### config.mk
export PLATFORM = sky130hd
export DESIGN_NAME = dmem_arbiter_flat
export DESIGN_NICKNAME = d
export VERILOG_FILES = /design/src/rtl/dmem_pkg.sv /design/src/rtl/dmem_arbiter_if.sv /design/src/rtl/dmem_rr_pick.sv /design/src/rtl/dmem_arbiter.sv /design/src/flat_wrapper.sv
export SDC_FILE = /design/constraint.sdc
export NUM_CORES = 1
export LEC_CHECK = 0
export BUFFER_PORTS_ARGS = -buffer_cell sky130_fd_sc_hd__buf_4
export CORE_MARGIN = 3
export CORE_UTILIZATION = 40
export CTS_BUF_LIST = sky130_fd_sc_hd__clkbuf_16
export CTS_CLUSTER_SIZE = 8
export DETAILED_ROUTE_END_ITERATION = 10
export PLACE_DENSITY = 0.75
export SYNTH_ARGS = -nofsm -noshare
export SYNTH_HDL_FRONTEND = slang
export SYNTH_SLANG_ARGS = --single-unit
### constraint.sdc
create_clock -name clk -period 1.1 [get_ports clk]
set_input_delay 0 -clock clk [delete_from_list [all_inputs] [get_ports clk]]
set_output_delay 0 -clock clk [all_outputs]
set_load 0.01 [all_outputs]
### src/rtl/dmem_pkg.sv
// rtl/dmem_pkg.sv - shared types and defaults for the data memory arbiter
package dmem_pkg;

   localparam int DEF_ADDR_W = 8;
   localparam int DEF_DATA_W = 8;

   typedef enum logic {
      ST_IDLE   = 1'b0,
      ST_ACCESS = 1'b1
   } state_t;

   typedef enum logic {
      PORT_C = 1'b0,
      PORT_D = 1'b1
   } port_t;

   function automatic logic [15:0] sat_inc16(input logic [15:0] v);
      return (v == 16'hFFFF) ? v : v + 16'd1;
   endfunction

endpackage

### src/rtl/dmem_arbiter_if.sv
// rtl/dmem_arbiter_if.sv - requester-side bundle for the core (C) and DMA/debug (D) ports
interface dmem_arbiter_if
   import dmem_pkg::*;
#(
   parameter int ADDR_W = DEF_ADDR_W,
   parameter int DATA_W = DEF_DATA_W
);
   logic              c_req;
   logic              c_we;
   logic [ADDR_W-1:0] c_addr;
   logic [DATA_W-1:0] c_wdata;
   logic              c_gnt;
   logic              c_rvalid;
   logic [DATA_W-1:0] c_rdata;

   logic              d_req;
   logic              d_we;
   logic [ADDR_W-1:0] d_addr;
   logic [DATA_W-1:0] d_wdata;
   logic              d_gnt;
   logic              d_rvalid;
   logic [DATA_W-1:0] d_rdata;

   modport master (
      output c_req, c_we, c_addr, c_wdata,
      output d_req, d_we, d_addr, d_wdata,
      input  c_gnt, c_rvalid, c_rdata,
      input  d_gnt, d_rvalid, d_rdata
   );

   modport slave (
      input  c_req, c_we, c_addr, c_wdata,
      input  d_req, d_we, d_addr, d_wdata,
      output c_gnt, c_rvalid, c_rdata,
      output d_gnt, d_rvalid, d_rdata
   );
endinterface

### src/rtl/dmem_rr_pick.sv
// rtl/dmem_rr_pick.sv - two-way picker, round-robin or fixed C-first priority
module dmem_rr_pick
   import dmem_pkg::*;
#(
   parameter int FIXED_PRIO = 0
) (
   input  logic  c_req,
   input  logic  d_req,
   input  port_t rr_ptr,
   output port_t winner,
   output logic  valid
);
   always_comb begin
      valid  = c_req | d_req;
      winner = PORT_C;
      // rr_ptr names the port that wins the next contention
      if (c_req && d_req)
         winner = (FIXED_PRIO != 0) ? PORT_C : rr_ptr;
      else if (d_req)
         winner = PORT_D;
   end
endmodule

### src/rtl/dmem_arbiter.sv
// rtl/dmem_arbiter.sv - shares the single-port data memory between core (C) and DMA/debug (D) ports
// DMEM_ARB_STATS_EN adds saturating grant and conflict counters.
module dmem_arbiter
   import dmem_pkg::*;
#(
   parameter int ADDR_W     = DEF_ADDR_W,
   parameter int DATA_W     = DEF_DATA_W,
   parameter int FIXED_PRIO = 0
) (
   input  logic              clk,
   input  logic              rst_n,
   dmem_arbiter_if.slave     bus,
   output logic [ADDR_W-1:0] mem_read_addr,
   output logic [ADDR_W-1:0] mem_write_addr,
   output logic [DATA_W-1:0] mem_wdata,
   output logic              mem_ren_wen,
   input  logic [DATA_W-1:0] mem_rdata
`ifdef DMEM_ARB_STATS_EN
   ,
   output logic [15:0]       stat_c_grants,
   output logic [15:0]       stat_d_grants,
   output logic [15:0]       stat_conflicts
`endif
);
   state_t            state, state_nx;
   port_t             rr_ptr, cmd_port, pick_winner;
   logic              pick_valid;
   logic              cmd_we;
   logic [ADDR_W-1:0] cmd_addr;
   logic [DATA_W-1:0] cmd_wdata;
   logic              c_gnt, d_gnt;
   logic              c_rvalid, d_rvalid;
   logic [DATA_W-1:0] c_rdata, d_rdata;

   dmem_rr_pick #(.FIXED_PRIO(FIXED_PRIO)) u_pick (
      .c_req  (bus.c_req),
      .d_req  (bus.d_req),
      .rr_ptr (rr_ptr),
      .winner (pick_winner),
      .valid  (pick_valid)
   );

   always_ff @(posedge clk) begin
      if (!rst_n) begin
         state     <= ST_IDLE;
         rr_ptr    <= PORT_C;
         cmd_port  <= PORT_C;
         cmd_we    <= 1'b0;
         cmd_addr  <= '0;
         cmd_wdata <= '0;
         c_rvalid  <= 1'b0;
         d_rvalid  <= 1'b0;
         c_rdata   <= '0;
         d_rdata   <= '0;
      end else begin
         state    <= state_nx;
         c_rvalid <= 1'b0;
         d_rvalid <= 1'b0;
         if (state == ST_IDLE && pick_valid) begin
            cmd_port  <= pick_winner;
            cmd_we    <= (pick_winner == PORT_C) ? bus.c_we    : bus.d_we;
            cmd_addr  <= (pick_winner == PORT_C) ? bus.c_addr  : bus.d_addr;
            cmd_wdata <= (pick_winner == PORT_C) ? bus.c_wdata : bus.d_wdata;
         end
         if (state == ST_ACCESS) begin
            // the port just served yields priority on the next contention
            rr_ptr <= (cmd_port == PORT_C) ? PORT_D : PORT_C;
            if (!cmd_we && cmd_port == PORT_C) begin
               c_rdata  <= mem_rdata;
               c_rvalid <= 1'b1;
            end
            if (!cmd_we && cmd_port == PORT_D) begin
               d_rdata  <= mem_rdata;
               d_rvalid <= 1'b1;
            end
         end
      end
   end

   always_comb begin
      state_nx       = state;
      c_gnt          = 1'b0;
      d_gnt          = 1'b0;
      mem_read_addr  = '0;
      mem_write_addr = '0;
      mem_wdata      = '0;
      mem_ren_wen    = 1'b0;
      case (state)
         ST_IDLE: begin
            if (pick_valid)
               state_nx = ST_ACCESS;
         end
         ST_ACCESS: begin
            state_nx       = ST_IDLE;
            c_gnt          = (cmd_port == PORT_C);
            d_gnt          = (cmd_port == PORT_D);
            mem_read_addr  = cmd_addr;
            mem_write_addr = cmd_addr;
            mem_wdata      = cmd_wdata;
            // a reset landing mid-access must not commit the write
            mem_ren_wen    = cmd_we & rst_n;
         end
         default: state_nx = ST_IDLE;
      endcase
   end

   assign bus.c_gnt    = c_gnt;
   assign bus.d_gnt    = d_gnt;
   assign bus.c_rvalid = c_rvalid;
   assign bus.d_rvalid = d_rvalid;
   assign bus.c_rdata  = c_rdata;
   assign bus.d_rdata  = d_rdata;

`ifdef DMEM_ARB_STATS_EN
   always_ff @(posedge clk) begin
      if (!rst_n) begin
         stat_c_grants  <= '0;
         stat_d_grants  <= '0;
         stat_conflicts <= '0;
      end else begin
         if (c_gnt)
            stat_c_grants <= sat_inc16(stat_c_grants);
         if (d_gnt)
            stat_d_grants <= sat_inc16(stat_d_grants);
         if (state == ST_IDLE && bus.c_req && bus.d_req)
            stat_conflicts <= sat_inc16(stat_conflicts);
      end
   end
`endif
endmodule

### src/flat_wrapper.sv
// flat-port wrapper written by rule: the top's interface ports become plain ports
module dmem_arbiter_flat import dmem_pkg::*;
#(
   parameter int ADDR_W     = DEF_ADDR_W,
   parameter int DATA_W     = DEF_DATA_W,
   parameter int FIXED_PRIO = 0
)
  (clk, rst_n, mem_read_addr, mem_write_addr, mem_wdata, mem_ren_wen, mem_rdata, bus_c_req, bus_c_we, bus_c_addr, bus_c_wdata, bus_d_req, bus_d_we, bus_d_addr, bus_d_wdata, bus_c_gnt, bus_c_rvalid, bus_c_rdata, bus_d_gnt, bus_d_rvalid, bus_d_rdata);
  dmem_arbiter_if #(.ADDR_W(ADDR_W), .DATA_W(DATA_W)) bus_i ();
  input  logic clk;
  input  logic rst_n;
  output logic [ADDR_W-1:0] mem_read_addr;
  output logic [ADDR_W-1:0] mem_write_addr;
  output logic [DATA_W-1:0] mem_wdata;
  output logic mem_ren_wen;
  input  logic [DATA_W-1:0] mem_rdata;
  input wire logic [$bits(bus_i.c_req)-1:0] bus_c_req;
  input wire logic [$bits(bus_i.c_we)-1:0] bus_c_we;
  input wire logic [$bits(bus_i.c_addr)-1:0] bus_c_addr;
  input wire logic [$bits(bus_i.c_wdata)-1:0] bus_c_wdata;
  input wire logic [$bits(bus_i.d_req)-1:0] bus_d_req;
  input wire logic [$bits(bus_i.d_we)-1:0] bus_d_we;
  input wire logic [$bits(bus_i.d_addr)-1:0] bus_d_addr;
  input wire logic [$bits(bus_i.d_wdata)-1:0] bus_d_wdata;
  output wire logic [$bits(bus_i.c_gnt)-1:0] bus_c_gnt;
  output wire logic [$bits(bus_i.c_rvalid)-1:0] bus_c_rvalid;
  output wire logic [$bits(bus_i.c_rdata)-1:0] bus_c_rdata;
  output wire logic [$bits(bus_i.d_gnt)-1:0] bus_d_gnt;
  output wire logic [$bits(bus_i.d_rvalid)-1:0] bus_d_rvalid;
  output wire logic [$bits(bus_i.d_rdata)-1:0] bus_d_rdata;
  assign bus_i.c_req = bus_c_req;
  assign bus_i.c_we = bus_c_we;
  assign bus_i.c_addr = bus_c_addr;
  assign bus_i.c_wdata = bus_c_wdata;
  assign bus_i.d_req = bus_d_req;
  assign bus_i.d_we = bus_d_we;
  assign bus_i.d_addr = bus_d_addr;
  assign bus_i.d_wdata = bus_d_wdata;
  assign bus_c_gnt = bus_i.c_gnt;
  assign bus_c_rvalid = bus_i.c_rvalid;
  assign bus_c_rdata = bus_i.c_rdata;
  assign bus_d_gnt = bus_i.d_gnt;
  assign bus_d_rvalid = bus_i.d_rvalid;
  assign bus_d_rdata = bus_i.d_rdata;
  dmem_arbiter #(.ADDR_W(ADDR_W), .DATA_W(DATA_W), .FIXED_PRIO(FIXED_PRIO)) u_core (.clk(clk), .rst_n(rst_n), .bus(bus_i), .mem_read_addr(mem_read_addr), .mem_write_addr(mem_write_addr), .mem_wdata(mem_wdata), .mem_ren_wen(mem_ren_wen), .mem_rdata(mem_rdata));
endmodule
Word level (Yosys, flattened, before mapping)
Index checks and enable logic that the tools add are counted.

Flip-flop bits (word level): 38. Latch bits: 0. RAM bits: 0. Memory bits (read-only): 0. Input port bits: 46. Output and inout port bits: 45. Logic and storage cells: 37. Memories: 0.

$add $sub $neg: 0. Multipliers: 0. Div/mod/pow operators: 0. Order comparisons: 0. Equal/unequal tests: 0. Shift-type cells: 0. Multiplexer cells: 15. Bitwise logic cells: 4. Reductions and logical operators: 8.

Operator list (number): two-way mux 8 bit (4); two-way mux 1 bit (10); AND reduction 2 bit (3); logical AND 1 bit (4); inverter 1 bit (2); case mux 1 bit (2 select lines) (1); bitwise AND 1 bit (1); logical NOT 1 bit (1); bitwise OR 1 bit (1).

Logic depth before layout (Yosys ltp)
Gate-level depths: netlist of the first run.

Word-level depth: 3. Mapped depth: 5. Depth with buffers taken out: 3.

By module
A second synthesis of the first run with hierarchy kept.

Cell total of the unflattened synthesis: 186. Area, all modules: 1669.1 um^2.

By module, submodules not included: dmem_arbiter (times used 1, cells an instance 183, area an instance 1651.6 um^2, sequential area each 760.7 um^2); dmem_rr_pick (times used 1, cells an instance 3, area an instance 17.5 um^2, sequential area each 0.0 um^2).

Worst setup path after synthesis of the first run
OpenSTA, ideal clock, no wires.

Kind: register to output. From: register u_core.state. To: output mem_write_addr[1]. Arrival time: 1.129 ns. Required time: 1.100 ns. Slack: -0.029 ns. Cell stages (with the launch flop): 5. Path buffers: 3. Cell sequence: dfxtp_1 clkbuf_1 clkbuf_1 and2_1 buf_4.

Longest elaborated chain between the ends: 1.

RTL lines: start: declaration (line dmem_arbiter.sv:25) `state_t state, state_nx;`; start signal: assignment (line dmem_arbiter.sv:56) `state <= state_nx;`; two-way mux 8 bit; end: declaration (line flat_wrapper.sv:13) `output logic [ADDR_W-1:0] mem_write_addr;`.

No other way between the ends.

Worst setup path after layout of the first run
From: register u_core.cmd_we. To: register u_core.d_rdata[1] (netlist: u_core.bus.d_rdata[1]).

Longest elaborated chain between the ends: 3.

RTL lines: start: declaration (line dmem_arbiter.sv:28) `logic cmd_we;`; start signal: assignment (line dmem_arbiter.sv:61) `cmd_we <= (pick_winner == PORT_C) ? bus.c_we : bus.d_we;`; logical NOT 1 bit (line dmem_arbiter.sv:72) `if (!cmd_we && cmd_port == PORT_D) begin`; logical AND 1 bit (line dmem_arbiter.sv:72); AND reduction 2 bit (no line); end signal: assignment (line dmem_arbiter.sv:73) `d_rdata <= mem_rdata;`; end: declaration (line dmem_arbiter.sv:33) `logic [DATA_W-1:0] c_rdata, d_rdata;`.

No other way between the ends. A chain may end at the register's enable or synchronous reset.

==> results of run 1 <==
[path summary, 6_finish.rpt]
check                                          start                                 end  slack (ns)  depth (start not counted)
setup / recovery          u_core.cmd_we$_SDFFE_PN0P_  u_core.bus.d_rdata[1]$_SDFFE_PN0P_       -0.12                          4
hold / removal                         bus_c_addr[0]     u_core.cmd_addr[0]$_SDFFE_PN0P_       0.005                          3
setup reg to reg          u_core.cmd_we$_SDFFE_PN0P_  u_core.bus.d_rdata[1]$_SDFFE_PN0P_       -0.12                          4
hold reg to reg   u_core.bus.d_rdata[3]$_SDFFE_PN0P_  u_core.bus.d_rdata[3]$_SDFFE_PN0P_        0.51                          2
[cell families (layout without fill, tap and decap cells)]
kind of cell           Yosys count  in the layout
AO/OA/AOI/OAI                   72             72
AND/OR/NAND/NOR                 44             44
flip-flops                      38             38
buffers and inverters           26            134
multiplexers                    16             16
[registers in the layout, summed over array words and instances (netlist names)]
signal and cells:
u_core.bus.c_rdata 8, u_core.bus.c_rvalid 1, u_core.bus.d_rdata 8, u_core.bus.d_rvalid 1
u_core.cmd_addr 8, u_core.cmd_port 1, u_core.cmd_wdata 8, u_core.cmd_we 1
u_core.rr_ptr 1, u_core.state 1
[per-stage QoR]
stage / cell area, sq um / hold slack [ns]
2_1_floorplan: 1730 / 0.144
3_3_place_gp: 2450 / 0.241
3_5_place_dp: 2450 / 0.253
4_1_cts: 2830 / 0.00360
5_1_grt: 2910 / 0.0135
6_report: 2910 / 0.00499
[per-layer routing]
metal  share of wire, %  vias up  track usage, %
met5                  0        -               0
met4                1.4        0            7.31
met3                7.2        8            6.03
met2                 53       74            34.5
met1                 39      904            27.3
li1                   -      896               -
[layout by cell type (no fill, tap or decap)]
cell / instances
sky130_fd_sc_hd__and2b_4: 1
sky130_fd_sc_hd__inv_4: 1
sky130_fd_sc_hd__clkinv_1: 1
sky130_fd_sc_hd__and3_4: 1
sky130_fd_sc_hd__nand3b_1: 1
sky130_fd_sc_hd__buf_4: 94
sky130_fd_sc_hd__buf_6: 7
sky130_fd_sc_hd__buf_12: 3
sky130_fd_sc_hd__dfxtp_2: 1
sky130_fd_sc_hd__o21ai_1: 3
sky130_fd_sc_hd__a21oi_1: 17
sky130_fd_sc_hd__o21ba_4: 1
sky130_fd_sc_hd__nand2b_4: 1
sky130_fd_sc_hd__o21a_1: 1
sky130_fd_sc_hd__o21bai_4: 1
sky130_fd_sc_hd__dfxtp_4: 2
sky130_fd_sc_hd__mux2i_2: 1
sky130_fd_sc_hd__and2_1: 14
sky130_fd_sc_hd__o21ai_0: 31
sky130_fd_sc_hd__a31oi_1: 16
sky130_fd_sc_hd__and2_4: 4
sky130_fd_sc_hd__nor2b_1: 1
sky130_fd_sc_hd__a31oi_2: 1
sky130_fd_sc_hd__dlygate4sd3_1: 18
sky130_fd_sc_hd__nor2_4: 1
sky130_fd_sc_hd__clkbuf_16: 6
sky130_fd_sc_hd__nor3b_4: 1
sky130_fd_sc_hd__inv_1: 3
sky130_fd_sc_hd__dfxtp_1: 35
sky130_fd_sc_hd__a32oi_1: 1
sky130_fd_sc_hd__nor2_1: 19
sky130_fd_sc_hd__bufinv_16: 1
sky130_fd_sc_hd__mux2i_1: 15
[power groups by stage]
stage                     Clock (mW)  Sequential, mW  Combinational, mW
after global routing            1.67            1.54              0.874
after detailed placement           0            1.55              0.682
after CTS                       1.60            1.53              0.764
after global placement             0            1.55              0.674
after floorplan                    0            1.55              0.359
final                           1.58            1.53              0.807
[critical path: cells and delay by family (launching register included)]
kind                   cells  cell delay (ns)
buffers and inverters      1             0.23
flip-flops                 1             0.36
multiplexers               1             0.17
AND/OR/NAND/NOR            2             0.35
[repair_timing]
action	CTS	global route
hold buffers	18	0
setup endpoints to repair	53	53
resized for setup	10	19
hold endpoints to repair	25	0
gates cloned	0	1
pin swaps	0	15
setup buffers	0	1
[layout make-up]
cell class | instances | area, sq um | area share [%]
Multi-Input combinational cell | 132 | 856 | 29.4
Tap cell | 50 | 62.6 | 2.15
Sequential cell | 38 | 769 | 26.4
Clock inverter | 3 | 37.5 | 1.29
Inverter | 3 | 13.8 | 0.472
Timing Repair Buffer | 123 | 1050 | 36.0
Clock buffer | 5 | 125 | 4.29
==> results, run 1 <==
- The flow ran to the end, but the final reports show violations.
- The checks that failed: negative setup slack.
- The total core area is 0.00409 sq mm.
- Clock-pin slew was measured on the worst setup and hold paths at 0.06 ns.
- The final critical path time including I/O delays and setup is 1.22 ns.
- The clock network accounts for 40.2% of the total power.
- The per-cell routed wire length is 15.8 microns.
- The total count of hold-check failures in the final report is 0.
- The post-route DRC violation count is 0.
- The sequential cell fraction of total power is 39.2%.
- The sum of negative setup slack is -1.21 ns.
- The residual antenna-violating net count after detailed routing is 0.
- The filler cell count is 307.
- The pin count of the biggest net entering global routing is 22.
- The number of enable-type register cells in the synthesized netlist is 0.
- The count of routing violations after the opening detailed-route iteration is 159.
- The worst setup skew after layout is 0.00437 ns.
- The share of the yosys chip area belonging to registers is 44.1%.
- The switching share of total power is 24.1%.
- The effective utilization at floorplan is 42.3%.
- The H-tree was split into 2 levels.
- The fraction of synthesis flops using an asynchronous set or reset pin is 0%.
- The final cycle utilization of the critical path is 111%.
- The height of the chip is 71.7 microns.
- After technology mapping, the gate count stands at 196.
- After Yosys synthesis, XOR and XNOR cells account for 0% of the synthesized area.
- Clock tree synthesis selected as its root buffer the cell sky130_fd_sc_hd__clkbuf_16.
- After the last flow step, the layout net total stands at 349.
- The worst-case setup slack after placement is -0.0684 ns.
- The highest clock rate is 819 MHz.
- Summing the areas of all fa, ha and maj instances in the mapped netlist gives 0% of the synthesized area.
- In the final layout, the share of cells above drive strength 1 is 42.1%.
- The floorplan has 23 rows.
- The worst setup path is captured at a register.
- The analysis attributes to cell leakage a power of 1.36 nW.
- In this run the power spent charging and discharging nets is 943 uW.
- In this run, placement finished with an instance count of 326.
- Summing internal, switching and leakage power gives 3.92 mW.
- The cell with the most instances after synthesis is sky130_fd_sc_hd__dfxtp_1.
- The latest clock arrival within the worst-skew pair is 0.28 ns.
- The final setup violation count is 17.
- The half-perimeter wire length after placement is 3470 microns.
- The maximum fanout count along the critical path is 4.
- Across the VDD grid, the largest voltage drop is 0.814 mV.
- The cell with the largest stage delay on the worst path is sky130_fd_sc_hd__dfxtp_4.
- The dominant cell type by area after synthesis is sky130_fd_sc_hd__dfxtp_1.
- By area, the combinational part of the netlist is dominated by compound AO/OA/AOI/OAI gates.
- The floorplan die area is 0.00514 sq mm.
- The routed design has 5590 microns of wire.
- The post-synthesis net count is 242.
- The area fraction in and, or, nand and nor cells after synthesis is 13.3%.
- Setup repair after global routing could not meet its margin everywhere.
- The portion of total power attributed to combinational logic is 20.6%.
- The min-delay analysis places its worst path in the category in -> reg.
- The delay contributed by the slowest stage of the critical path is 0.36 ns.
- The relative area change from synthesis to final layout is 68.8%.
- The number of global-route vias before repair is 1809.
- The first global-routing pass estimated 8600 microns of wire.
- Sorting the synthesized cells by how often they occur yields sky130_fd_sc_hd__dfxtp_1, sky130_fd_sc_hd__o21ai_0, sky130_fd_sc_hd__nor2_1.
- The number of placed I/O pins is 91.
- The number of distinct library cell variants in the gate-level netlist after synthesis is 26.
- The synthesized area per cell is 8.81 sq um.
- Measured along the x axis, the die boundary spans 71.7 microns.
- For the pin with the worst max-slew slack, the measured transition is 0.487 ns.
- The count of port buffers added during placement is 90.
- Power spread over the standard cell area amounts to 1340 mW/mm^2.
- The internal power of the cells is 2.97 mW.
- The initial antenna violation count is 0.
- The fraction of synthesized cell area taken by the top area cell type is 44.1%.
- The signal arrival time at the worst endpoint is 1.39 ns.
- The antenna diode instance count is 0.
- The critical path required time is 1.27 ns.
- Clock tree synthesis found a total of 38 sinks.
- The total number of vias is 1882.
- The clock passes through at most 2 buffers.
- In this run the tightest slew margin relative to its limit is 67.5%.
- The clock tree from TritonCTS is done.
- Yosys attributes the largest share of cell area to sky130_fd_sc_hd__dfxtp_1, sky130_fd_sc_hd__o21ai_0, sky130_fd_sc_hd__mux2i_1.
- The total count of max-transition violations in the final report is 0.
- Counting the buffers created by CTS gives 5.
- The count of max-cap constraint violations is 0.
- The total overflow left after global routing is 0.
- The critical path is of the reg -> reg type.
- Across all setup checks in the final design, the least slack found is -0.121 ns.
- The final cell count without fillers is 354.
- The area fraction in compound gates after synthesis is 23.6%.
- The Yosys step of the flow raised 0 warnings.
- In the synthesized netlist the dominant register cell turns out to be sky130_fd_sc_hd__dfxtp_1.
- The overall fraction of global-route tracks in use is 21.4%.
- The ratio of routed vias to standard cells is 5.32.
- The critical path goes through nand3b_1, clkbuf_16, mux2i_1, nor2_1.
- The utilization of the core after routing is 71.3%.
- The post-synthesis mux area share is 9.28%.
- The number of flip-flops and latches in the synthesized netlist is 38.
- After synthesis the cells add up to 0.00173 sq mm.
- The iteration count of the initial detailed-routing pass is 4.
- At the end of routability-driven placement, the weighted congestion stood at 0.805.
- STA classifies the critical path startpoint as a register.
Note: power is estimated with default switching activity, not from simulation.
==> inputs of run 2 (changes only) <==
CTS_BUF_LIST = sky130_fd_sc_hd__clkbuf_8   (was sky130_fd_sc_hd__clkbuf_16)
==> run 2 against run 1 <==
The run ends with negative hold slack, negative setup slack left; die area unchanged; combinational power is 1% higher; first-iteration DRC count down 20%; power fell by 11%; core utilization down 0.61 points; clock skew up 0.0029 ns; critical path depth unchanged; largest power group is now registers; highest routed layer unchanged.
==> results, run 2 (synthesized netlist as in run 1, its figures left out) <==
- The worst setup skew after layout is 0.00732 ns (+0.00295 ns).
- The per-cell routed wire length is 15.3 microns (-3.0%).
- The fraction of power consumed by the clock network is 32.8% (-7.4 points).
- The clock tree from TritonCTS is done.
- The count of max-cap constraint violations is 0 (unchanged).
- The wire length after detailed routing is 5500 microns (-1.7%).
- The flow ran to the end, but the final reports show violations.
- The final cycle utilization of the critical path is 107% (-3.8 points).
- The internal power of the cells is 2.59 mW (-13%).
- The checks that failed: negative hold slack, negative setup slack.
- The effective utilization at floorplan came to 42.3% (unchanged).
- The count of routing violations after the opening detailed-route iteration came to 127 (-20%).
- The routability congestion estimate is 0.805 (unchanged).
- The clock transition at the registers of the reported paths is 0.08 ns (+0.02 ns).
- The floorplan die area is 0.00514 sq mm (unchanged).
- The latest clock arrival within the worst-skew pair is 0.29 ns (about the same).
- The total core area is 0.00409 sq mm (unchanged).
- The initial antenna violation count is 0 (unchanged).
- The count of port buffers added during placement is 90 (unchanged).
- The worst setup path is of the reg -> reg kind.
- The half-perimeter wire length after placement is 3470 microns (unchanged).
- The cell with the largest stage delay on the worst path is sky130_fd_sc_hd__dfxtp_4.
- The ratio of cells with drive above 1 in the final layout is 40.5% (-1.7 points).
- The final cell count without fillers is 359 (+1.4%).
- The ratio of routed vias to standard cells came to 5.24 (-1.4%).
- STA classifies the critical path startpoint as a register.
- The critical path required time was 1.28 ns (about the same).
- The buffers plus inverters on the worst setup path is 1 (unchanged).
- The worst hold slack was -0.0145 ns (-0.0194 ns).
- The reported leakage power was 1.36 nW (-0.35%).
- The total count of hold-check failures in the final report is 1 (+1).
- The cell row count is 23 (unchanged).
- The ratio of total power to cell area is 1210 mW/mm^2 (-10%).
- The maximum number of buffers from clock root to sink is 2 (unchanged).
- The largest voltage drop on the vdd net is 0.673 mV (-17%).
- The clock sink count is 38 (unchanged).
- The global routing stage identified its most utilized layer as met2.
- The number of global-route vias before repair is 1816 (+0.39%).
- The tree is rooted in a sky130_fd_sc_hd__clkbuf_8.
- The worst slew slack as a fraction of its limit is 68.2% (+0.76 points).
- The final critical path time including I/O delays and setup is 1.18 ns (-0.0414 ns).
- The library cell used most frequently in the layout, excluding fill and tap cells, is sky130_fd_sc_hd__buf_4.
- In this design, the largest share of critical-path delay is due to flip-flops.
- The final net count is 354 (+1.4%).
- Setup repair after global routing could not meet its margin everywhere.
- The number of buffers added by the clock tree synthesis step is 5 (unchanged).
- The leftover overflow at the end of global routing came to 0 (unchanged).
- The delay contributed by the slowest stage of the critical path came to 0.39 ns (+0.03 ns).
- The post-route worst setup slack is -0.0793 ns (+0.0414 ns).
- The met2 demand-to-capacity share in global routing came to 34.2% (-0.31 points).
- The post-route DRC violation count is 0 (unchanged).
- The total cell area at the placement stage is 0.00245 sq mm (unchanged).
- The die outline width was 71.7 microns (unchanged).
- The switching share of total power came to 25.8% (+1.8 points).
- The slew at the pin closest to its max-slew limit was 0.475 ns (-0.0114 ns).
- Walking the worst path, the cells encountered are nor3b_4, buf_6, mux2i_1, nor2_1.
- The global routing met3 resource utilization came to 6.59% (+0.56 points).
- The net load switching power was 901 uW (-4.4%).
- The filler cell count came to 315 (+2.6%).
- The worst-case setup slack after placement is -0.0684 ns (unchanged).
- The number of cells in the design after placement was 326 (unchanged).
- The total count of max-transition violations in the final report was 0 (unchanged).
- The number of placed I/O pins is 91 (unchanged).
- The highest clock rate is 848 MHz (+3.5%).
- The portion of total power attributed to combinational logic is 23.3% (+2.7 points).
- The class of the tightest hold or removal check is in -> reg.
- The iteration count of the initial detailed-routing pass is 4 (unchanged).
- The residual antenna-violating net count after detailed routing is 0 (unchanged).
- The signal arrival time at the worst endpoint was 1.36 ns (-0.03 ns).
- The total number of vias is 1882 (unchanged).
- The pin count of the biggest net entering global routing is 22 (unchanged).
- The overall fraction of global-route tracks in use is 21.0% (-0.34 points).
- The final setup violation count is 22 (+5).
- STA classifies the critical path endpoint as a register.
- In the layout the commonest cells are sky130_fd_sc_hd__buf_4, sky130_fd_sc_hd__dfxtp_1, sky130_fd_sc_hd__o21ai_0, sky130_fd_sc_hd__dlygate4sd3_1, sky130_fd_sc_hd__nor2_1.
- The count of H-tree levels built during CTS was 2 (unchanged).
- The relative area change from synthesis to final layout is 67.3%.
- The antenna diode instance count is 0 (unchanged).
- The area of all placed cells without fillers came to 0.00289 sq mm (-0.86%).
- The wire length of the first global-routing pass came to 8490 microns (-1.3%).
- The height of the chip came to 71.7 microns (unchanged).
- The sequential cell fraction of total power came to 43.8% (+4.6 points).
- The fraction of met1 tracks used by global routing is 25.7% (-1.6 points).
- The maximum fanout count along the critical path is 7 (+3).
- The utilization of the core after routing is 70.7% (-0.61 points).
-- run 2: changes by cell type in the layout (fill, tap and decap cells not counted), sizes merged --
cell and change:
clkbuf -1, dlygate4sd3 +6
-- run 2: tightest hold or removal path, delay by kind of cell --
kind / cells / cell delay, ns
buf+inv: 1 / 0.11
compound gates: 2 / 0.14
-- run 2: path summary, 6_finish.rpt --
path | start | to | slack (ns) | cells after the start
min reg2reg | u_core.bus.d_rdata[3]$_SDFFE_PN0P_ | u_core.bus.d_rdata[3]$_SDFFE_PN0P_ | 0.50 | 2
max | u_core.state$_SDFF_PP0_ | u_core.bus.c_rdata[7]$_SDFFE_PN0P_ | -0.08 | 4
min | bus_c_we | u_core.cmd_we$_SDFFE_PN0P_ | -0.01 | 3
max reg2reg | u_core.state$_SDFF_PP0_ | u_core.bus.c_rdata[7]$_SDFFE_PN0P_ | -0.08 | 4
-- run 2: metal layers --
metal	vias up	share of wire [%]
met2	78	51
met1	886	38
li1	903	-
met5	-	0
met3	15	8.2
met4	0	2.7
-- run 2: cell type report --
class                      instances  area, sq um  area share, %
timing repair buffer             128         1100           37.9
tap                               50         62.6           2.17
multi-input combinational        132          841           29.1
clock buffer                       5         68.8           2.38
clock inverter                     3         37.5           1.30
sequential                        38          769           26.6
inverter                           3         13.8          0.476
-- run 2: power groups by stage --
stage	registers (mW)	clock network (mW)	logic, mW
final	1.53	1.15	0.815
after global routing	1.54	1.23	0.881
after CTS	1.52	1.16	0.768
after detailed placement	1.55	0	0.682
after global placement	1.55	0	0.674
after floorplan	1.55	0	0.359
-- run 2: metrics by stage --
stage / setup TNS, ns / total power [mW]
finish: -0.430 / 3.49
global route: -1.80 / 3.65
CTS: -0.0885 / 3.45
detailed placement: -0.356 / 2.23
global placement: -0.125 / 2.22
floorplan: 0 / 1.91
-- run 2: timing repair --
item                       in CTS  in global routing
pin swaps                       0                  8
buffers inserted                0                  1
resized for setup               7                 26
hold buffers                   24                  0
setup endpoints to repair      52                 51
hold endpoints to repair       32                  0
==> inputs of run 3 (changes only) <==
CELL_PAD_IN_SITES_DETAIL_PLACEMENT = 0   (was unset)
CELL_PAD_IN_SITES_GLOBAL_PLACEMENT = 1   (was unset)
CORE_UTILIZATION = 29   (was 40)
PLACE_DENSITY = unset   (was 0.75)
PLACE_DENSITY_LB_ADDON = 0.1   (was unset)
==> run 3 against run 2 <==
The flow still finishes with violations (negative hold slack, negative setup slack); core utilization fell by 15 points; maximum frequency rose by 2.0%; final area rose by 8.5%; clock skew barely moved; flip-flop and latch count did not move; critical endpoint is now u_core.cmd_wdata[3]$_SDFFE_PN0P_; largest power group unchanged.
==> results, run 3 (synthesized netlist as in run 1, its figures left out) <==
- The maximum fanout count along the critical path was 9 (+2).
- The slowest stage of the critical path is the sky130_fd_sc_hd__dfxtp_2 cell.
- The final net count is 366 (+3.4%).
- The count of max-cap constraint violations is 0 (unchanged).
- The total core area was 0.00564 sq mm (+38%).
- The final setup violation count came to 37 (+68%).
- The clock sink count is 38 (unchanged).
- The height of the chip is 83.2 microns (+16%).
- The reported leakage power is 1.44 nW (+5.8%).
- The worst register-to-register path ends at u_core.cmd_wdata[3]$_SDFFE_PN0P_.
- The cell count of the worst hold path is 3 (unchanged).
- The number of placed I/O pins is 91 (unchanged).
- The clock tree from TritonCTS is done.
- The top cell types in the final layout, fill and taps aside, are sky130_fd_sc_hd__buf_4, sky130_fd_sc_hd__dfxtp_1, sky130_fd_sc_hd__buf_6, sky130_fd_sc_hd__dlygate4sd3_1, sky130_fd_sc_hd__o21ai_0.
- The slew at the pin closest to its max-slew limit is 0.499 ns (+0.0240 ns).
- The highest clock rate is 865 MHz (+2.0%).
- The final reports fail on negative hold slack, negative setup slack.
- The relative area change from synthesis to final layout is 81.6%.
- The end of the worst hold path is u_core.cmd_addr[3]$_SDFFE_PN0P_.
- The worst reg-to-reg setup slack is -0.06 ns (+0.02 ns).
- The worst setup path is captured at a register.
- The run finished, with violations left.
- The ratio of total power to cell area is 1080 mW/mm^2 (-11%).
- The total count of max-transition violations in the final report is 0 (unchanged).
- The total number of vias is 1863 (-1.0%).
- The clock tree root driver cell is sky130_fd_sc_hd__clkbuf_8.
- The ratio of cells with drive above 1 in the final layout is 45.6% (+5.2 points).
- After global routing, the most crowded layer is met2.
- The count of H-tree levels built during CTS is 2 (unchanged).
- The overall fraction of global-route tracks in use is 16.6% (-4.4 points).
- The fraction of met1 tracks used by global routing was 20.5% (-5.2 points).
- The final cycle utilization of the critical path is 105% (-2.1 points).
- The class of the tightest hold or removal check is in -> reg.
- The global routing met3 resource utilization is 4.86% (-1.7 points).
- The number of buffers added by the clock tree synthesis step is 5 (unchanged).
- The floorplan die area was 0.00692 sq mm (+35%).
- The final critical path time including I/O delays and setup was 1.16 ns (-0.0236 ns).
- The worst setup skew after layout is 0.00756 ns (+0.000241 ns).
- The post-route worst setup slack is -0.0556 ns (+0.0236 ns).
- The latest clock arrival within the worst-skew pair is 0.29 ns (about the same).
- The pin count of the biggest net entering global routing is 22 (unchanged).
- The per-cell routed wire length was 14.7 microns (-4.3%).
- The iteration count of the initial detailed-routing pass came to 4 (unchanged).
- The worst hold slack came to -0.00482 ns (+0.00964 ns).
- The residual antenna-violating net count after detailed routing is 0 (unchanged).
- The cell row count is 27 (+17%).
- The effective utilization at floorplan is 30.6% (-12 points).
- Setup repair after global routing could not meet its margin everywhere.
- The count of port buffers added during placement is 90 (unchanged).
- The critical path required time was 1.27 ns (about the same).
- The die outline width is 83.2 microns (+16%).
- The sum of negative setup slack is -1.04 ns (-0.612 ns).
- The largest voltage drop on the vdd net is 0.589 mV (-13%).
- The setup path with the least slack is of type reg -> reg.
- The half-perimeter wire length after placement is 3630 microns (+4.6%).
- The initial antenna violation count was 0 (unchanged).
- The routability congestion estimate came to 0.728 (-9.6%).
- The post-route DRC violation count is 0 (unchanged).
- The maximum number of buffers from clock root to sink came to 2 (unchanged).
- The worst-case setup slack after placement is -0.0598 ns (+0.00864 ns).
- The element type at the critical path start is a register.
- The ratio of routed vias to standard cells is 4.75 (-9.3%).
- The path depth of the worst reg2reg path came to 4 (unchanged).
- The signal arrival time at the worst endpoint was 1.33 ns (-0.03 ns).
- The delay contributed by the slowest stage of the critical path came to 0.34 ns (-0.05 ns).
- The wire length after detailed routing is 5750 microns (+4.5%).
- The total count of hold-check failures in the final report is 1 (unchanged).
- Leaving out fill and tap cells, the most frequent cell in the layout is sky130_fd_sc_hd__buf_4.
- The count of routing violations after the opening detailed-route iteration is 84 (-34%).
- The number of global-route vias before repair was 1905 (+4.9%).
- The wire length of the first global-routing pass was 9400 microns (+11%).
- The met2 demand-to-capacity share in global routing is 28.4% (-5.8 points).
- The leftover overflow at the end of global routing is 0 (unchanged).
- The clock transition at the registers of the reported paths is 0.08 ns (about the same).
- The signal on the critical path passes through buf_6, o21bai_2, a31oi_1, a21oi_1.
- The worst slew slack as a fraction of its limit is 66.7% (-1.5 points).
- The antenna diode instance count is 0 (unchanged).
- The startpoint identified for the worst hold timing path is bus_d_addr[3].
- The utilization of the core after routing was 55.6% (-15 points).
- The worst register-to-register path begins at u_core.state$_SDFF_PP0_.
[run 3: changes by cell type in the layout (fill, tap and decap cells not counted), sizes merged]
cell,previous run,this run
dlygate4sd3,24,31
inv,4,2
clkinv,1,3
o21bai,1,2
buf,104,108
bufinv,1,0
[run 3: timing repair]
action / in CTS / in global routing
pin swaps: 16 / 6
setup endpoints to repair: 45 / 62
gates cloned: 1 / 1
resized for setup: 59 / 21
endpoints found under the hold margin: 33 / 0
setup buffers: 2 / 1
hold buffers: 31 / 0
[run 3: worst max path at each step]
stage,endpoint,slack (ns),from
floorplan,u_core.bus.c_rdata[7]$_SDFFE_PN0P_,0.007,u_core.state$_SDFF_PP0_
global placement,u_core.bus.c_rdata[6]$_SDFFE_PN0P_,-0.03,u_core.state$_SDFF_PP0_
detailed placement,u_core.bus.c_rdata[5]$_SDFFE_PN0P_,-0.06,u_core.state$_SDFF_PP0_
CTS,bus_c_gnt,-0.05,u_core.state$_SDFF_PP0_
global route,mem_write_addr[1],-0.10,u_core.state$_SDFF_PP0_
finish,u_core.cmd_wdata[3]$_SDFFE_PN0P_,-0.06,u_core.state$_SDFF_PP0_
[run 3: routing by layer]
metal  part of all wire (%)  routed length [microns]
met1                     44                     2540
met2                     48                     2780
met3                    6.1                      351
met4                    1.2                       68
met5                      0                        0
[run 3: metrics by stage]
step                      power [mW]  hold WS (ns)  cell area [sq um]  cells
after detailed placement        2.25         0.251               2480    349
after global routing            3.56       0.00397               3140    392
after CTS                       3.37      0.000625               3080    390
after global placement          2.25         0.246               2480    349
final                           3.38      -0.00482               3140    392
after floorplan                 1.91         0.144               1730    196
[run 3: cell type report]
| cell class | count | area, sq um |
|---|---|---|
| inverters | 3 | 13.8 |
| clock inverters | 2 | 10.0 |
| multi-input cells | 133 | 887 |
| well taps | 72 | 90.1 |
| fillers | 533 | 2510 |
| clock buffers | 5 | 68.8 |
| repair buffers | 139 | 1300 |
| flip-flops and latches | 38 | 764 |
[run 3: where the power goes]
part	switching (mW)	internal, mW
registers	0.0546	1.47
logic	0.389	0.536
clock network	0.497	0.426
total	0.941	2.44
[run 3: worst max-delay path, delay by kind of cell (launching register included)]
| family | cells | cell delay [ns] |
|---|---|---|
| buf+inv | 1 | 0.13 |
| flops | 1 | 0.34 |
| compound gates | 3 | 0.57 |
